<file path="src/rtl/fetch_stage_pkg.sv">
// Shared types and constants for the fetch stage: FSM states, the canonical NOP
// and the IF/ID payload struct. Struct fields are PKG_XLEN wide.
package fetch_stage_pkg;

  localparam int unsigned PKG_XLEN = 32;

  // addi x0, x0, 0
  localparam logic [31:0] NOP_INSTR = 32'h0000_0013;

  typedef enum logic [1:0] {
    S_REQ,
    S_WAIT,
    S_KILL
  } fetch_state_e;

  typedef struct packed {
    logic [PKG_XLEN-1:0] pc;
    logic [PKG_XLEN-1:0] pc4;
    logic [31:0]         instr;
    logic                valid;
  } if_id_t;

  // A bubble keeps the PC fields so ID_pc/ID_pc4 stay meaningful for debug.
  function automatic if_id_t bubble(input if_id_t cur);
    if_id_t b;
    b       = cur;
    b.instr = NOP_INSTR;
    b.valid = 1'b0;
    return b;
  endfunction

endpackage

</file>
<file path="src/rtl/fetch_stage_if.sv">
// Instruction-memory request/response bus. One request may be outstanding;
// the memory accepts a request in the cycle req is high.
interface fetch_stage_if #(
  parameter int unsigned XLEN = 32
);
  logic            req;
  logic [XLEN-1:0] addr;
  logic            valid;
  logic [31:0]     rdata;

  modport master (output req, addr, input valid, rdata);
  modport slave  (input req, addr, output valid, rdata);
endinterface

</file>
<file path="src/rtl/if_id_reg.sv">
// IF/ID pipeline register. Priority: flush > stall > load; an unloaded,
// unstalled cycle inserts a bubble.
module if_id_reg
  import fetch_stage_pkg::*;
(
  input  logic   clk,
  input  logic   rst,
  input  logic   stall,
  input  logic   flush,
  input  logic   load,
  input  if_id_t d,
  output if_id_t q
);

  // NOTE: sequential state uses non-blocking assignments so every flop samples pre-edge values.
  always_ff @(posedge clk or posedge rst) begin
    if (rst) begin
      q.pc    <= '0;
      q.pc4   <= PKG_XLEN'(4);
      q.instr <= NOP_INSTR;
      q.valid <= 1'b0;
    end else if (flush) begin
      q <= bubble(q);
    end else if (!stall) begin
      q <= load ? d : bubble(q);
    end
  end

endmodule

</file>
<file path="src/rtl/fetch_stage.sv">
// IF stage: PC, fetch FSM, one-entry hold buffer and optional perf counters
// (FETCH_PERF_EN). XLEN must equal fetch_stage_pkg::PKG_XLEN.
module fetch_stage
  import fetch_stage_pkg::*;
#(
  parameter int unsigned     XLEN     = PKG_XLEN,
  parameter logic [XLEN-1:0] RESET_PC = '0
) (
  input  logic             clk,
  input  logic             rst,
  input  logic             stall_IF,
  input  logic             stall_ID,
  input  logic             flush_ID,
  input  logic             EX_br_sel,
  input  logic [XLEN-1:0]  EX_br_target,
  fetch_stage_if.master    imem,
  output logic [XLEN-1:0]  ID_pc,
  output logic [XLEN-1:0]  ID_pc4,
  output logic [31:0]      ID_instr,
  output logic             ID_valid,
  output logic [31:0]      perf_stall_cnt,
  output logic [31:0]      perf_flush_cnt
);

  fetch_state_e    state, state_nxt;
  logic [XLEN-1:0] pc, req_pc;
  logic            req, rsp_take;
  logic            hold_valid;
  logic [XLEN-1:0] hold_pc;
  logic [31:0]     hold_instr;
  logic            deliver, capture, drain;
  if_id_t          if_id_d, if_id_q;

  always_ff @(posedge clk or posedge rst) begin
    if (rst) state <= S_REQ;
    else     state <= state_nxt;
  end

  // NOTE: every always_comb output gets a default first so no path can infer a latch.
  always_comb begin
    state_nxt = state;
    req       = 1'b0;
    rsp_take  = 1'b0;
    unique case (state)
      S_REQ: begin
        req = !rst && !EX_br_sel && !stall_IF && !hold_valid;
        if (req) state_nxt = S_WAIT;
      end
      S_WAIT: begin
        // A redirect with the response already here drops it; nothing stays outstanding.
        if (EX_br_sel) begin
          state_nxt = imem.valid ? S_REQ : S_KILL;
        end else if (imem.valid) begin
          rsp_take = 1'b1;
          req      = !stall_IF && !stall_ID;
          if (!req) state_nxt = S_REQ;
        end
      end
      S_KILL: begin
        if (imem.valid) state_nxt = S_REQ;
      end
      default: state_nxt = S_REQ;
    endcase
  end

  assign imem.req  = req;
  assign imem.addr = pc;

  always_ff @(posedge clk or posedge rst) begin
    if (rst) begin
      pc     <= RESET_PC;
      req_pc <= RESET_PC;
    end else if (EX_br_sel) begin
      pc <= EX_br_target;
    end else if (req) begin
      pc     <= pc + XLEN'(4);
      req_pc <= pc;
    end
  end

  // flush_ID only affects IF/ID; the fetch side hands words over as if unflushed.
  assign deliver = rsp_take && !stall_ID;
  assign capture = rsp_take && stall_ID;
  assign drain   = hold_valid && !stall_ID && !EX_br_sel;

  always_ff @(posedge clk or posedge rst) begin
    if (rst)            hold_valid <= 1'b0;
    else if (EX_br_sel) hold_valid <= 1'b0;
    else if (capture)   hold_valid <= 1'b1;
    else if (drain)     hold_valid <= 1'b0;
  end

  // NOTE: hold data needs no reset; hold_valid alone qualifies it.
  always_ff @(posedge clk) begin
    if (capture) begin
      hold_pc    <= req_pc;
      hold_instr <= imem.rdata;
    end
  end

  always_comb begin
    if_id_d       = '0;
    if_id_d.pc    = drain ? hold_pc : req_pc;
    if_id_d.pc4   = if_id_d.pc + PKG_XLEN'(4);
    if_id_d.instr = drain ? hold_instr : imem.rdata;
    if_id_d.valid = 1'b1;
  end

  if_id_reg u_if_id_reg (
    .clk   (clk),
    .rst   (rst),
    .stall (stall_ID),
    .flush (flush_ID),
    .load  (deliver || drain),
    .d     (if_id_d),
    .q     (if_id_q)
  );

  assign ID_pc    = if_id_q.pc;
  assign ID_pc4   = if_id_q.pc4;
  assign ID_instr = if_id_q.instr;
  assign ID_valid = if_id_q.valid;

`ifdef FETCH_PERF_EN
  logic [31:0] stall_cnt_q, flush_cnt_q;

  always_ff @(posedge clk or posedge rst) begin
    if (rst) begin
      stall_cnt_q <= '0;
      flush_cnt_q <= '0;
    end else begin
      if (stall_IF && stall_cnt_q != '1) stall_cnt_q <= stall_cnt_q + 32'd1;
      if (flush_ID && flush_cnt_q != '1) flush_cnt_q <= flush_cnt_q + 32'd1;
    end
  end

  assign perf_stall_cnt = stall_cnt_q;
  assign perf_flush_cnt = flush_cnt_q;
`else
  assign perf_stall_cnt = '0;
  assign perf_flush_cnt = '0;
`endif

endmodule
</file>
<file path="src/flat_wrapper.sv">
// flat-port wrapper written by rule: the top's interface ports become plain ports
module fetch_stage_flat import fetch_stage_pkg::*;
#(
  parameter int unsigned     XLEN     = PKG_XLEN,
  parameter logic [XLEN-1:0] RESET_PC = '0
)
  (clk, rst, stall_IF, stall_ID, flush_ID, EX_br_sel, EX_br_target, ID_pc, ID_pc4, ID_instr, ID_valid, perf_stall_cnt, perf_flush_cnt, imem_req, imem_addr, imem_valid, imem_rdata);
  fetch_stage_if #(.XLEN(XLEN)) imem_i ();
  input  logic clk;
  input  logic rst;
  input  logic stall_IF;
  input  logic stall_ID;
  input  logic flush_ID;
  input  logic EX_br_sel;
  input  logic [XLEN-1:0] EX_br_target;
  output logic [XLEN-1:0] ID_pc;
  output logic [XLEN-1:0] ID_pc4;
  output logic [31:0] ID_instr;
  output logic ID_valid;
  output logic [31:0] perf_stall_cnt;
  output logic [31:0] perf_flush_cnt;
  output wire logic [$bits(imem_i.req)-1:0] imem_req;
  output wire logic [$bits(imem_i.addr)-1:0] imem_addr;
  input wire logic [$bits(imem_i.valid)-1:0] imem_valid;
  input wire logic [$bits(imem_i.rdata)-1:0] imem_rdata;
  assign imem_req = imem_i.req;
  assign imem_addr = imem_i.addr;
  assign imem_i.valid = imem_valid;
  assign imem_i.rdata = imem_rdata;
  fetch_stage #(.XLEN(XLEN), .RESET_PC(RESET_PC)) u_core (.clk(clk), .rst(rst), .stall_IF(stall_IF), .stall_ID(stall_ID), .flush_ID(flush_ID), .EX_br_sel(EX_br_sel), .EX_br_target(EX_br_target), .imem(imem_i), .ID_pc(ID_pc), .ID_pc4(ID_pc4), .ID_instr(ID_instr), .ID_valid(ID_valid), .perf_stall_cnt(perf_stall_cnt), .perf_flush_cnt(perf_flush_cnt));
endmodule
</file>
<file path="config.mk">
export PLATFORM = sky130hd
export DESIGN_NAME = fetch_stage_flat
export DESIGN_NICKNAME = d
export VERILOG_FILES = /design/src/rtl/fetch_stage_pkg.sv /design/src/rtl/fetch_stage_if.sv /design/src/rtl/if_id_reg.sv /design/src/rtl/fetch_stage.sv /design/src/flat_wrapper.sv
export SDC_FILE = /design/constraint.sdc
export NUM_CORES = 1
export LEC_CHECK = 0
export CAP_MARGIN = 20
export CORE_MARGIN = 3
export CORE_UTILIZATION = 55
export DETAILED_ROUTE_END_ITERATION = 6
export GPL_TIMING_DRIVEN = 0
export PLACE_DENSITY = 0.9
export SYNTH_ARGS = -nofsm -noshare
export SYNTH_HDL_FRONTEND = slang
export SYNTH_HIERARCHICAL = 1
export SYNTH_SLANG_ARGS = --single-unit
</file>
<file path="constraint.sdc">
create_clock -name clk -period 5.9 [get_ports clk]
set_input_delay 0.59 -clock clk [delete_from_list [all_inputs] [get_ports clk]]
set_output_delay 0.59 -clock clk [all_outputs]
set_load 0.01 [all_outputs]
</file>
; ---- After elaboration in Yosys (flattened, before gate mapping)
; Index checks and enable logic that the tools add are counted.
; W data, S select, Z words.
[word_totals]
reg_bits = 228
in_bits = 71
out_inout_bits = 194
wordCells = 65
[classes]
add_sub_neg = 2
eq_ne = 7
mux = 23
bitwise = 3
n_reduce_logical = 20
[ops]
columns = operator, n
row1 = $mux W32, 4
row2 = $mux W33, 3
row3 = $add A32 B3 Y32 const B, 2
row4 = $mux W2, 6
row5 = $logic_and A1 B1 Y1, 8
row6 = $mux W1, 8
row7 = $ne A3 B3 Y1 const B, 2
row8 = $pmux W2 S3, 1
row9 = $logic_not A1 Y1, 5
row10 = $ne A2 B1 Y1 const B, 2
row11 = $reduce_and A4 Y1, 1
row12 = $not A1 Y1, 3
row13 = $reduce_and A3 Y1, 1
row14 = $reduce_bool A3 Y1, 1
row15 = $eq A2 B1 Y1 const B, 1
row16 = $eq A2 B2 Y1 const B, 1
row17 = $logic_not A2 Y1, 1
row18 = $ne A2 B2 Y1 const B, 1
row19 = $pmux W1 S2, 1
row20 = $reduce_and A2 Y1, 1
row21 = $reduce_bool A2 Y1, 1
row22 = $logic_or A1 B1 Y1, 1

; ---- Longest topological paths before layout
; Gate-level depths: netlist of run 1.
[depth]
depth_word = 8
depth_mapped = 14
depth_no_buf = 10

; ---- By module
; Netlist of run 1, hierarchy kept.
[modules_own_cells]
columns = module, instances, cells_per_inst, area_each_um2, seq_area_each_um2
row1 = fetch_stage, 1, 819, 7304.5, 3598.5
row2 = if_id_reg, 1, 283, 4141.5, 2432.3

; ---- Worst setup path before layout of run 1
; OpenSTA, ideal clock, no wires.
[synth_timing]
path_kind = input-to-reg
start = in EX_br_sel
end = reg u_core/u_if_id_reg/q[57] (netlist name)
setup_ns = 0.125
t_arrival_ns = 3.360
t_required_ns = 5.775
setup_slack_ns = 2.415
path_stages = 14
n_path_buf = 4
path_cell_list = clkbuf_1 > nor3b_1 > buf_2 > buf_1 > buf_1 > mux2i_1 > inv_1 > ha_1 > nand2_1 > mux2i_1 > o211ai_1 > nor3b_1 > xor2_1 > mux2_4
[synth_lines]
columns = item, line_no
row1 = from (decl), flat_wrapper.sv:14  ; input logic EX_br_sel;
row2 = to (signal assigned), if_id_reg.sv:23  ; q <= bubble(q);
row3 = to (signal assigned), if_id_reg.sv:25  ; q <= load ? d : bubble(q);
row4 = to (decl), if_id_reg.sv:12  ; output if_id_t q

==> results of run 1 <==
## stage by stage
stage	worst slack, ns	instances	hold slack, ns
finish	0.9820	1678	0.3491
global route	0.6815	1678	0.3481
CTS	1.009	1678	0.3332
detailed placement	0.5114	1637	0.4782
global placement	0.6514	1634	0.4596
floorplan	2.415	1165	0.4463
## state kept, by name, summed over array words and instances, names as in the netlist
signal and flops:
u_core/imem.addr 32, u_core/u_if_id_reg/q 97, u_core/req_pc 32, u_core/hold_instr 32, u_core/state 2, u_core/hold_pc 32, u_core/hold_valid 1
## final cells by class
class,instances,area [um2]
sequential,228,6031
inverter,13,51.30
tap,270,337.8
clock buffer,27,590.6
multi-input combinational,802,4781
timing repair buffer,202,2059
buffer,122,823.3
clock inverter,14,137.6
fill,1465,5553
## per-layer routing
metal,GRT usage,up-vias,share of wire
met1,0.3771,4390,0.42
met4,0.08143,0,0.030
met5,0,-,0
li1,-,4239,-
met2,0.4512,435,0.48
met3,0.03552,78,0.068
## kinds of logic after synthesis
group,count (synthesis)
compound gates,97
fa+ha+maj,2
xor+xnor,41
mux,86
other cells,2
simple gates,511
buf+inv,135
flops,228
## final timing paths
check,from,end,slack [ns],cells after the start
max,EX_br_sel,u_core/u_if_id_reg/q[57]$_DFFE_PP0P_,0.98,15
min,flush_ID,u_core/u_if_id_reg/q[5]$_DFFE_PP1P_,0.35,2
max reg2reg,u_core/hold_valid$_DFFE_PP0P_,u_core/u_if_id_reg/q[57]$_DFFE_PP0P_,1.54,13
min reg2reg,u_core/u_if_id_reg/q[65]$_DFFE_PP0P_,u_core/u_if_id_reg/q[65]$_DFFE_PP0P_,0.49,1
max in group asynchronous,rst,u_core/u_if_id_reg/q[35]$_DFFE_PP1P_,4.69,3
min in group asynchronous,rst,u_core/u_if_id_reg/q[4]$_DFFE_PP0P_,0.53,2
## cell usage after synthesis (4+ instances only)
| master | instances |
|---|---|
| buf_12 | 6 |
| buf_4 | 64 |
| clkbuf_1 | 37 |
| inv_1 | 13 |
| buf_1 | 8 |
| nand3b_1 | 32 |
| a221o_1 | 4 |
| nor4_1 | 4 |
| mux2_2 | 9 |
| xnor2_1 | 21 |
| nor3_1 | 19 |
| nor2_1 | 22 |
| mux2_1 | 4 |
| nand3_1 | 33 |
| nand4_1 | 23 |
| nor3b_1 | 10 |
| and2_1 | 4 |
| and3_1 | 14 |
| mux2i_1 | 13 |
| xor2_1 | 20 |
| mux2_4 | 60 |
| o21ai_0 | 32 |
| nor2b_1 | 6 |
| a21oi_1 | 35 |
| nand2_1 | 320 |
| edfxtp_1 | 64 |
| dfrtp_1 | 160 |
| dfstp_2 | 4 |
| and4_1 | 8 |
| buf_2 | 4 |
## worst max-delay path, stage by stage
cell,delay (ns)
clkdlybuf4s50_1,0.47
clkbuf_1,0.31
nor3b_1,0.47
buf_2,0.35
buf_1,0.45
buf_1,0.55
mux2i_1,0.19
inv_1,0.12
ha_1,0.21
nand2_1,0.07
mux2i_1,0.41
o211ai_1,0.33
nor3b_1,0.35
xor2_1,0.14
mux2_4,0.27
## cells in the final DEF (no fill, tap or decap), types with 11 or more instances in the layout
cell type / n
nand3b_1: 32
buf_4: 64
mux2i_1: 13
clkbuf_1: 41
xnor2_1: 21
nor3_1: 19
clkbuf_16: 23
clkdlybuf4s50_1: 199
nor2_1: 22
nand4_1: 23
dfrtp_1: 160
xor2_1: 20
mux2_4: 60
and3_1: 14
nand3_1: 33
conb_1: 65
edfxtp_1: 64
o21ai_0: 32
nand2_1: 320
a21oi_1: 35
inv_1: 11
## power by group through the flow
stage	Sequential, W	Combinational (W)	Clock, W
global route	0.00196	0.000788	0.00151
floorplan	0.00194	0.000379	0
global placement	0.00195	0.000690	0
CTS	0.00193	0.000725	0.00145
finish	0.00194	0.000725	0.00142
detailed placement	0.00196	0.000719	0
==> impl_metrics.json, run 1 <==
{
  "vias": 9142,
  "rows": 52,
  "avgSynthCellArea_um2": 10.39,
  "netlist_area_um2": 11450,
  "synth-compound-area-share": 0.05072,
  "hp-class": "in -> reg",
  "overflow": 0,
  "ir_drop_uv": 226.7,
  "power_density_nw_per_um2": 275.9,
  "finalPower_w": 0.004087,
  "dieArea_um2": 22580,
  "gp_congestion": 0.9400,
  "synth_xor_xnor_area_share": 0.03137,
  "cp_max_fo": 10,
  "combinationalPowerShare": 0.177,
  "critPathCaptureType": "flop",
  "synth_async_sr_flop_share": 0.7193,
  "setup_viol": 0,
  "drt_wl_total_um": 31130,
  "initial_core_util": 0.5621,
  "synthToLayoutAreaGrowth_pct": 29.41,
  "synth_adder_area_share": 0.002186,
  "outcome": "finished clean",
  "die_x_um": 150.3,
  "finClkSkew_ns": 0.01110,
  "numCtsBuffers": 23,
  "place_area_um2": 14080,
  "clock_latency_ns": 0.50,
  "fin_area_um2": 14810,
  "seq_area_frac_synth": 0.5269,
  "cts_tree": "done",
  "portBuffers": 199,
  "synth_warnings": 6,
  "fmax_ghz": 0.2033,
  "cts.clk_slew.worst_paths_ns": 0.06,
  "synth_cell_type_count": 58,
  "p_leak_nw": 6.514,
  "viasPerCell": 5.448,
  "tns_ns": 0,
  "rsz0062_at_grt": "no",
  "drtPass1Iterations": 7,
  "wl_per_cell_um": 18.55,
  "setup.worst_path.start_class": "input port",
  "netlist_top_cells_area": "dfrtp_1 (35%), edfxtp_1 (17%), nand2_1 (10%)",
  "drt_iter0_drc": 864,
  "grt_pass1_wl_um": 49060,
  "synthMuxAreaShare": 0.1029,
  "worst-setup-path-type": "in -> reg",
  "synth_top_area_frac": 0.3498,
  "intPower_w": 0.002993,
  "ys_ff_latch": 228,
  "num_antenna_cells": 0,
  "track_usage": 0.2721,
  "post-cts-setup-buffers": 0,
  "htreeDepth": 1,
  "post-route-util": 0.7273,
  "p_switching_w": 0.001094,
  "yosys.area_share.simple": 0.2091,
  "drive_gt1_frac": 0.1364,
  "antenna_left": 0,
  "seq_power_share": 0.474,
  "max_cap_violations": 0,
  "final-max-slew-violation-count": 0,
  "grt_pass1_vias": 9112,
  "cp.required_ns": 6.28,
  "grt_max_degree": 72,
  "yosysTopAreaCell": "dfrtp_1",
  "p_sw_frac": 0.2677,
  "nets": 1465,
  "holdBufCountCts": 0,
  "post-route-min-period_ns": 4.918,
  "arrival_ns": 5.30,
  "cts_root_buffer": "clkbuf_16",
  "drc": 0,
  "p_clk_frac": 0.349,
  "die_h_um": 150.3,
  "finalCritPeriodShare": 0.8336,
  "antenna_found_initial": 0,
  "synthFlopType": "dfrtp_1",
  "cts_buffer_depth": 3,
  "io_pins": 265,
  "hold_viol": 0,
  "synth_edf_count": 64,
  "maxSlewHeadroom": 0.4501,
  "clock-sinks": 228,
  "synth_top_family_by_area": "simple AND/OR/NAND/NOR gates",
  "tightest_slew_ns": 0.8186,
  "place_hpwl_um": 22990,
  "synthCells": 1102,
  "core_area_um2": 20360,
  "post_cts_resized": 0
}
Note: power is estimated with default switching activity, not from simulation.
==> run 2, diff against run 1 <==
--- a/config.mk
+++ b/config.mk
@@ -7,10 +7,10 @@
 export LEC_CHECK = 0
 export CAP_MARGIN = 20
 export CORE_MARGIN = 3
-export CORE_UTILIZATION = 55
+export CORE_UTILIZATION = 46
 export DETAILED_ROUTE_END_ITERATION = 6
 export GPL_TIMING_DRIVEN = 0
-export PLACE_DENSITY = 0.9
+export PLACE_DENSITY = 0.8
 export SYNTH_ARGS = -nofsm -noshare
 export SYNTH_HDL_FRONTEND = slang
 export SYNTH_HIERARCHICAL = 1
==> constraint.sdc (replaced) <==
create_clock -name clk -period 4.43 [get_ports clk]
set_input_delay 0.443 -clock clk [delete_from_list [all_inputs] [get_ports clk]]
set_output_delay 0.443 -clock clk [all_outputs]
set_load 0.01 [all_outputs]
==> run 2 against run 1 <==
  * Global-route usage shrank 4.6 points
  * Critical path depth rose by 1
  * Largest cell class unchanged
  * Critical endpoint unchanged
  * Highest routed layer unchanged
  * Via count shrank 1.6%
  * Setup slack worse by 0.70 ns
  * Clock power increased by 50%
  * Sequential share of layout area down 0.58 points
  * Worst hold slack got worse by 0.19 ns
==> impl_metrics.json, run 2 (synthesis results as in run 1) <==
{
  "outcome": "finished clean",
  "regMostFlops": "u_core/u_if_id_reg/q",
  "drive_gt1_frac": 0.1443,
  "dieArea_um2": 26810,
  "drc": 0,
  "synthToLayoutAreaGrowth_pct": 31.26,
  "p_clk_frac": 0.376,
  "min-delay-start": "flush_ID",
  "hold_viol": 0,
  "power_density_nw_per_um2": 377.0,
  "seq_power_share": 0.455,
  "holdBufCountCts": 0,
  "largest_reg_flops": 97,
  "nets": 1468,
  "portBuffers": 199,
  "dp_slack_ns": -0.7890,
  "vias": 8993,
  "numCtsBuffers": 25,
  "tns_ns": 0,
  "rows": 57,
  "cpMostUsedCell": "buf_2",
  "drt_wl_total_um": 31020,
  "drtPass1Iterations": 6,
  "worst_path_max_delay_cell": "clkdlybuf4s50_1",
  "critPathBufInv": 7,
  "critPathCaptureType": "flop",
  "die_h_um": 163.7,
  "cp.required_ns": 4.83,
  "cts_buffer_depth": 3,
  "final-max-slew-violation-count": 0,
  "ir_drop_uv": 203.4,
  "setup_viol": 0,
  "io_pins": 265,
  "wl_per_cell_um": 17.85,
  "grt_pass1_vias": 8749,
  "hold_end": "u_core/u_if_id_reg/q[1]$_DFFE_PP1P_",
  "overflow": 0,
  "ff2ff_setup_slack_ns": 0.65,
  "worst-setup-path-type": "in -> reg",
  "track_usage": 0.2262,
  "place_hpwl_um": 22740,
  "clock_latency_ns": 0.53,
  "final_cell_mix": "nand2_1 (320), clkdlybuf4s50_1 (199), dfrtp_1 (160)",
  "core_area_um2": 24390,
  "max_cap_violations": 0,
  "combinationalPowerShare": 0.169,
  "intPower_w": 0.004177,
  "fmax_ghz": 0.2408,
  "finClkSkew_ns": 0.02175,
  "antenna_found_initial": 0,
  "rr_startpoint": "u_core/hold_valid$_DFFE_PP0P_",
  "drt_iter0_drc": 979,
  "grt_max_degree": 68,
  "setup_ws_ns": 0.2771,
  "finalNonFillerCells": 1738,
  "p_leak_nw": 6.589,
  "rsz0062_at_grt": "no",
  "grt_pass1_wl_um": 48660,
  "antenna_left": 0,
  "post-route-util": 0.6160,
  "holdPathStages": 2,
  "reg2reg_depth": 14,
  "crit_family": "buffers and inverters",
  "die_x_um": 163.7,
  "cp_max_fo": 10,
  "viasPerCell": 5.174,
  "p_sw_frac": 0.2627,
  "arrival_ns": 4.55,
  "tightest_slew_ns": 0.8456,
  "slowest_delay_ns": 0.46,
  "cts_root_buffer": "clkbuf_16",
  "setup.worst_path.start_class": "input port",
  "post-route-min-period_ns": 4.153,
  "num_antenna_cells": 0,
  "cts.clk_slew.worst_paths_ns": 0.06,
  "finalCritPeriodShare": 0.9374,
  "dp_cells": 1691,
  "clock-sinks": 228,
  "initial_core_util": 0.4693,
  "layout.cells.most_common": "nand2_1",
  "cts_tree": "done",
  "maxSlewHeadroom": 0.4363,
  "cp_cell_sequence": "clkdlybuf4s50_1 -> clkbuf_1 -> nor3b_1 -> buf_2 -> buf_2 -> buf_2 -> mux2i_1 -> inv_1 -> ha_1 -> nand2_1 -> mux2i_1 -> o211ai_1 -> buf_4 -> nor3b_1 -> xor2_1 -> mux2_4",
  "gp_congestion": 0.9190,
  "hp-class": "in -> reg",
  "p_switching_w": 0.001488,
  "htreeDepth": 1,
  "reg2reg_to": "u_core/u_if_id_reg/q[57]$_DFFE_PP0P_"
}
[run 2: cell types whose count changed in the layout (fill, tap and decap cells not counted), moves of 2 or more]
cell / before / now
clkbuf_8: 0 / 6
buf_1: 8 / 4
clkinv_2: 5 / 1
buf_2: 4 / 7
clkinv_1: 6 / 3
clkbuf_16: 23 / 25
[run 2: stage by stage]
step / instance area, um2 / total power, W / hold WS (ns)
floorplan: 11680 / 0.003084 / 0.4463
global placement: 14080 / 0.003526 / 0.4559
detailed placement: 14150 / 0.003562 / 0.4655
CTS: 15020 / 0.005701 / 0.1406
global route: 15020 / 0.005916 / 0.1602
finish: 15020 / 0.005665 / 0.1575
[run 2: layer usage]
layer,up-vias,track usage,routed length [um]
li1,4242,-,-
met1,4320,0.3078,13360
met3,51,0.04767,2375
met5,-,0,0
met2,380,0.3674,14480
met4,0,0.06574,798
[run 2: worst reg2reg max path, cell delays in order, from the launching register on]
cell and delay [ns]:
dfrtp_1 0.40, nor3b_1 0.38, buf_2 0.33, buf_2 0.32, buf_2 0.34, mux2i_1 0.15
inv_1 0.10, ha_1 0.21, nand2_1 0.06, mux2i_1 0.37, o211ai_1 0.17, buf_4 0.19
nor3b_1 0.24, xor2_1 0.10, mux2_4 0.26
[run 2: cell type report]
class                      count  area, um2
multi-input combinational    802       4783
sequential                   228       6031
fill                        2014       9366
tap                          324      405.4
inverter                      13      51.30
clock buffer                  36      726.9
buffer                       122      828.3
clock inverter                10      131.4
timing repair buffer         203       2067
[run 2: power groups by stage]
| stage | Combinational (W) | Clock, W | Sequential, W |
|---|---|---|---|
| 2_1_floorplan | 0.000505 | 0 | 0.00258 |
| 3_3_place_gp | 0.000928 | 0 | 0.00260 |
| 3_5_place_dp | 0.000955 | 0 | 0.00261 |
| 4_1_cts | 0.000963 | 0.00217 | 0.00257 |
| 5_1_grt | 0.00104 | 0.00227 | 0.00260 |
| 6_report | 0.000959 | 0.00213 | 0.00258 |
[run 2: what timing repair did]
item,4_1_cts,5_1_grt
resized for setup,3,1
endpoints found under the setup margin,8,7
pin swaps,0,1
buffers inserted,0,1
[run 2: worst max-delay path by stage]
stage / from / endpoint / cells after the start
floorplan: EX_br_sel / u_core/u_if_id_reg/q[57]$_DFFE_PP0P_ / 14
finish: EX_br_sel / u_core/u_if_id_reg/q[57]$_DFFE_PP0P_ / 16
CTS: EX_br_sel / u_core/u_if_id_reg/q[57]$_DFFE_PP0P_ / 15
global placement: EX_br_sel / u_core/u_if_id_reg/q[61]$_DFFE_PP0P_ / 15
detailed placement: EX_br_sel / u_core/u_if_id_reg/q[57]$_DFFE_PP0P_ / 15
global route: EX_br_sel / u_core/u_if_id_reg/q[57]$_DFFE_PP0P_ / 16
==> run 3, diff against run 2 <==
--- a/config.mk
+++ b/config.mk
@@ -7,11 +7,10 @@
 export LEC_CHECK = 0
 export CAP_MARGIN = 20
 export CORE_MARGIN = 3
-export CORE_UTILIZATION = 46
+export CORE_UTILIZATION = 45
 export DETAILED_ROUTE_END_ITERATION = 6
 export GPL_TIMING_DRIVEN = 0
 export PLACE_DENSITY = 0.8
 export SYNTH_ARGS = -nofsm -noshare
 export SYNTH_HDL_FRONTEND = slang
-export SYNTH_HIERARCHICAL = 1
 export SYNTH_SLANG_ARGS = --single-unit
==> run 3 against run 2 <==
  * Wire length fell by 1.0%
  * Sequential share of layout area rose by 1.3 points
  * Power rose by 3.4%
  * Critical endpoint is now u_core.u_if_id_reg.q[61]$_DFFE_PP0P_
  * Synthesized cell count fell by 3.3%
  * Via count rose by 0.19%
==> impl_metrics.json, run 3 <==
{
  "outcome": "finished clean",
  "overflow": 0,
  "drc": 0,
  "initial_core_util": 0.4605,
  "regMostFlops": "u_core.u_if_id_reg.q",
  "final_cell_mix": "nand2_1 (250), clkdlybuf4s50_1 (199), dfrtp_1 (158)",
  "critPathCaptureType": "flop",
  "synth_warnings": 0,
  "worst-setup-path-type": "in -> reg",
  "dp_slack_ns": -0.08236,
  "place_hpwl_um": 22960,
  "cts_root_buffer": "clkbuf_16",
  "dp_cells": 1652,
  "drt_wl_total_um": 30700,
  "netlist_top_cells_area": "dfrtp_1 (36%), edfxtp_1 (18%), nand2_1 (8.6%)",
  "dieArea_um2": 26070,
  "yosys-top-cells-count": "nand2_1 (250), dfrtp_1 (158), o21ai_0 (77), buf_4 (69), edfxtp_1 (64)",
  "numCtsBuffers": 24,
  "reg2reg_depth": 13,
  "setup.worst_path.start_class": "input port",
  "worst_path_max_delay_cell": "nor3b_4",
  "tightest_slew_ns": 0.9961,
  "core_area_um2": 23610,
  "post-cts-setup-buffers": 0,
  "die_x_um": 161.5,
  "avgSynthCellArea_um2": 10.20,
  "setup_viol": 0,
  "viasPerCell": 5.313,
  "place_area_um2": 13610,
  "synth_edf_count": 64,
  "track_usage": 0.2307,
  "portBuffers": 199,
  "yosysTopAreaCell": "dfrtp_1",
  "post-route-util": 0.6110,
  "drive_gt1_frac": 0.1104,
  "post-route-min-period_ns": 4.021,
  "max_cap_violations": 0,
  "seq_area_frac_synth": 0.5500,
  "nets": 1432,
  "gp_congestion": 0.9361,
  "hold_viol": 0,
  "multiInputGateArea_um2": 4349,
  "layout.cells.most_common": "nand2_1",
  "num_antenna_cells": 0,
  "finalNonFillerCells": 1696,
  "netlist_area_um2": 10870,
  "grt_pass1_wl_um": 49110,
  "cts_buffer_depth": 3,
  "hp-class": "in -> reg",
  "cts.clk_slew.worst_paths_ns": 0.06,
  "post_cts_resized": 0,
  "clock-sinks": 226,
  "register_area_um2": 5981,
  "setup_ws_ns": 0.4086,
  "drt_iter0_drc": 832,
  "ff2ff_setup_slack_ns": 0.57,
  "ys_ff_latch": 226,
  "cts_tree": "done",
  "slowest_delay_ns": 0.48,
  "grt_max_degree": 43,
  "synthFlopType": "dfrtp_1",
  "synth_top_area_frac": 0.3636,
  "rr_startpoint": "u_core.hold_valid$_DFFE_PP0P_",
  "drtPass1Iterations": 5,
  "reg2reg_to": "u_core.u_if_id_reg.q[61]$_DFFE_PP0P_",
  "synth.most_common_cell": "nand2_1",
  "htreeDepth": 1,
  "synthToLayoutAreaGrowth_pct": 32.67,
  "io_pins": 265,
  "cpMostUsedCell": "buf_2",
  "power_density_nw_per_um2": 405.9,
  "final-max-slew-violation-count": 0,
  "finalCritPeriodShare": 0.9078,
  "p_leak_nw": 6.173,
  "synth_async_sr_flop_share": 0.7168,
  "cp.depth": 15,
  "cp_cell_sequence": "clkdlybuf4s50_1 -> buf_2 -> nor3b_4 -> buf_4 -> buf_2 -> buf_2 -> nand2_1 -> nand2_1 -> ha_1 -> buf_2 -> nand4_1 -> nor4_1 -> o221ai_1 -> o21a_1 -> o31ai_1",
  "tns_ns": 0,
  "vias": 9010,
  "clock_latency_ns": 0.52,
  "finClkSkew_ns": 0.01254,
  "grt_pass1_vias": 9174,
  "fin_area_um2": 14430,
  "crit_family": "buffers and inverters",
  "fmax_ghz": 0.2487,
  "n_fill_cell": 1970,
  "die_h_um": 161.5,
  "antenna_left": 0,
  "largest_reg_flops": 95,
  "synthCells": 1066,
  "antenna_found_initial": 0,
  "cp_max_fo": 10,
  "rows": 56,
  "synth_cell_type_count": 69,
  "wl_per_cell_um": 18.10,
  "critPathLaunch": "EX_br_sel",
  "critPathBufInv": 6,
  "arrival_ns": 4.45,
  "holdBufCountCts": 0,
  "cp.required_ns": 4.86,
  "rsz0062_at_grt": "no",
  "critPathCapture": "u_core.u_if_id_reg.q[61]$_DFFE_PP0P_",
  "maxSlewHeadroom": 0.3344,
  "ir_drop_uv": 268.1
}
-- run 3: how the worst min path moves through the flow --
stage | startpoint | endpoint | depth (start not counted)
after floorplan | u_core.req_pc[31]$_DFFE_PP0P_ | u_core.hold_pc[31]$_DFFE_PP_ | 0
after global placement | u_core.u_if_id_reg.q[35]$_DFFE_PP1P_ | u_core.u_if_id_reg.q[35]$_DFFE_PP1P_ | 2
after detailed placement | u_core.u_if_id_reg.q[35]$_DFFE_PP1P_ | u_core.u_if_id_reg.q[35]$_DFFE_PP1P_ | 2
after CTS | stall_ID | u_core.state[0]$_DFFE_PP0P_ | 3
after global routing | stall_ID | u_core.hold_valid$_DFFE_PP0P_ | 3
final | stall_ID | u_core.state[0]$_DFFE_PP0P_ | 3
-- run 3: report_power, final --
part	switching [W]	total [W]	internal, W
clock network	0.000815	0.00206	0.00125
logic	0.000536	0.00111	0.000579
registers	0.000271	0.00268	0.00241
total	0.00162	0.00586	0.00423
-- run 3: final cells by class --
type	count	share of cell area
Sequential cell	226	0.4146
Multi-Input combinational cell	774	0.3015
Timing Repair Buffer	204	0.1450
Buffer	120	0.05230
Clock buffer	31	0.04701
Tap cell	319	0.02767
Clock inverter	13	0.009367
Inverter	9	0.002602
-- run 3: metal layers --
| metal | GRT usage | share of wire | up-vias |
|---|---|---|---|
| li1 | - | - | 4243 |
| met1 | 0.3216 | 0.43 | 4278 |
| met2 | 0.3820 | 0.47 | 439 |
| met3 | 0.03693 | 0.082 | 50 |
| met4 | 0.05397 | 0.018 | 0 |
| met5 | 0 | 0 | - |
-- run 3: per-stage QoR --
step	power, W	hold WS (ns)
2_1_floorplan	0.003184	0.4462
3_3_place_gp	0.003776	0.4520
3_5_place_dp	0.003818	0.4618
4_1_cts	0.005883	0.3373
5_1_grt	0.006106	0.3759
6_report	0.005855	0.3422
-- run 3: cells by family after synthesis --
group,after synthesis,synth area share
xor+xnor,23,0.01853
buf+inv,129,0.07249
flops,226,0.5500
other cells,1,0.0003449
fa+ha+maj,2,0.002301
mux,60,0.05719
compound gates,188,0.1105
simple gates,437,0.1887
-- run 3: worst min-delay path: stages --
cell and delay [ns]:
buf_6 0.12, o21ai_0 0.08, a22o_1 0.17
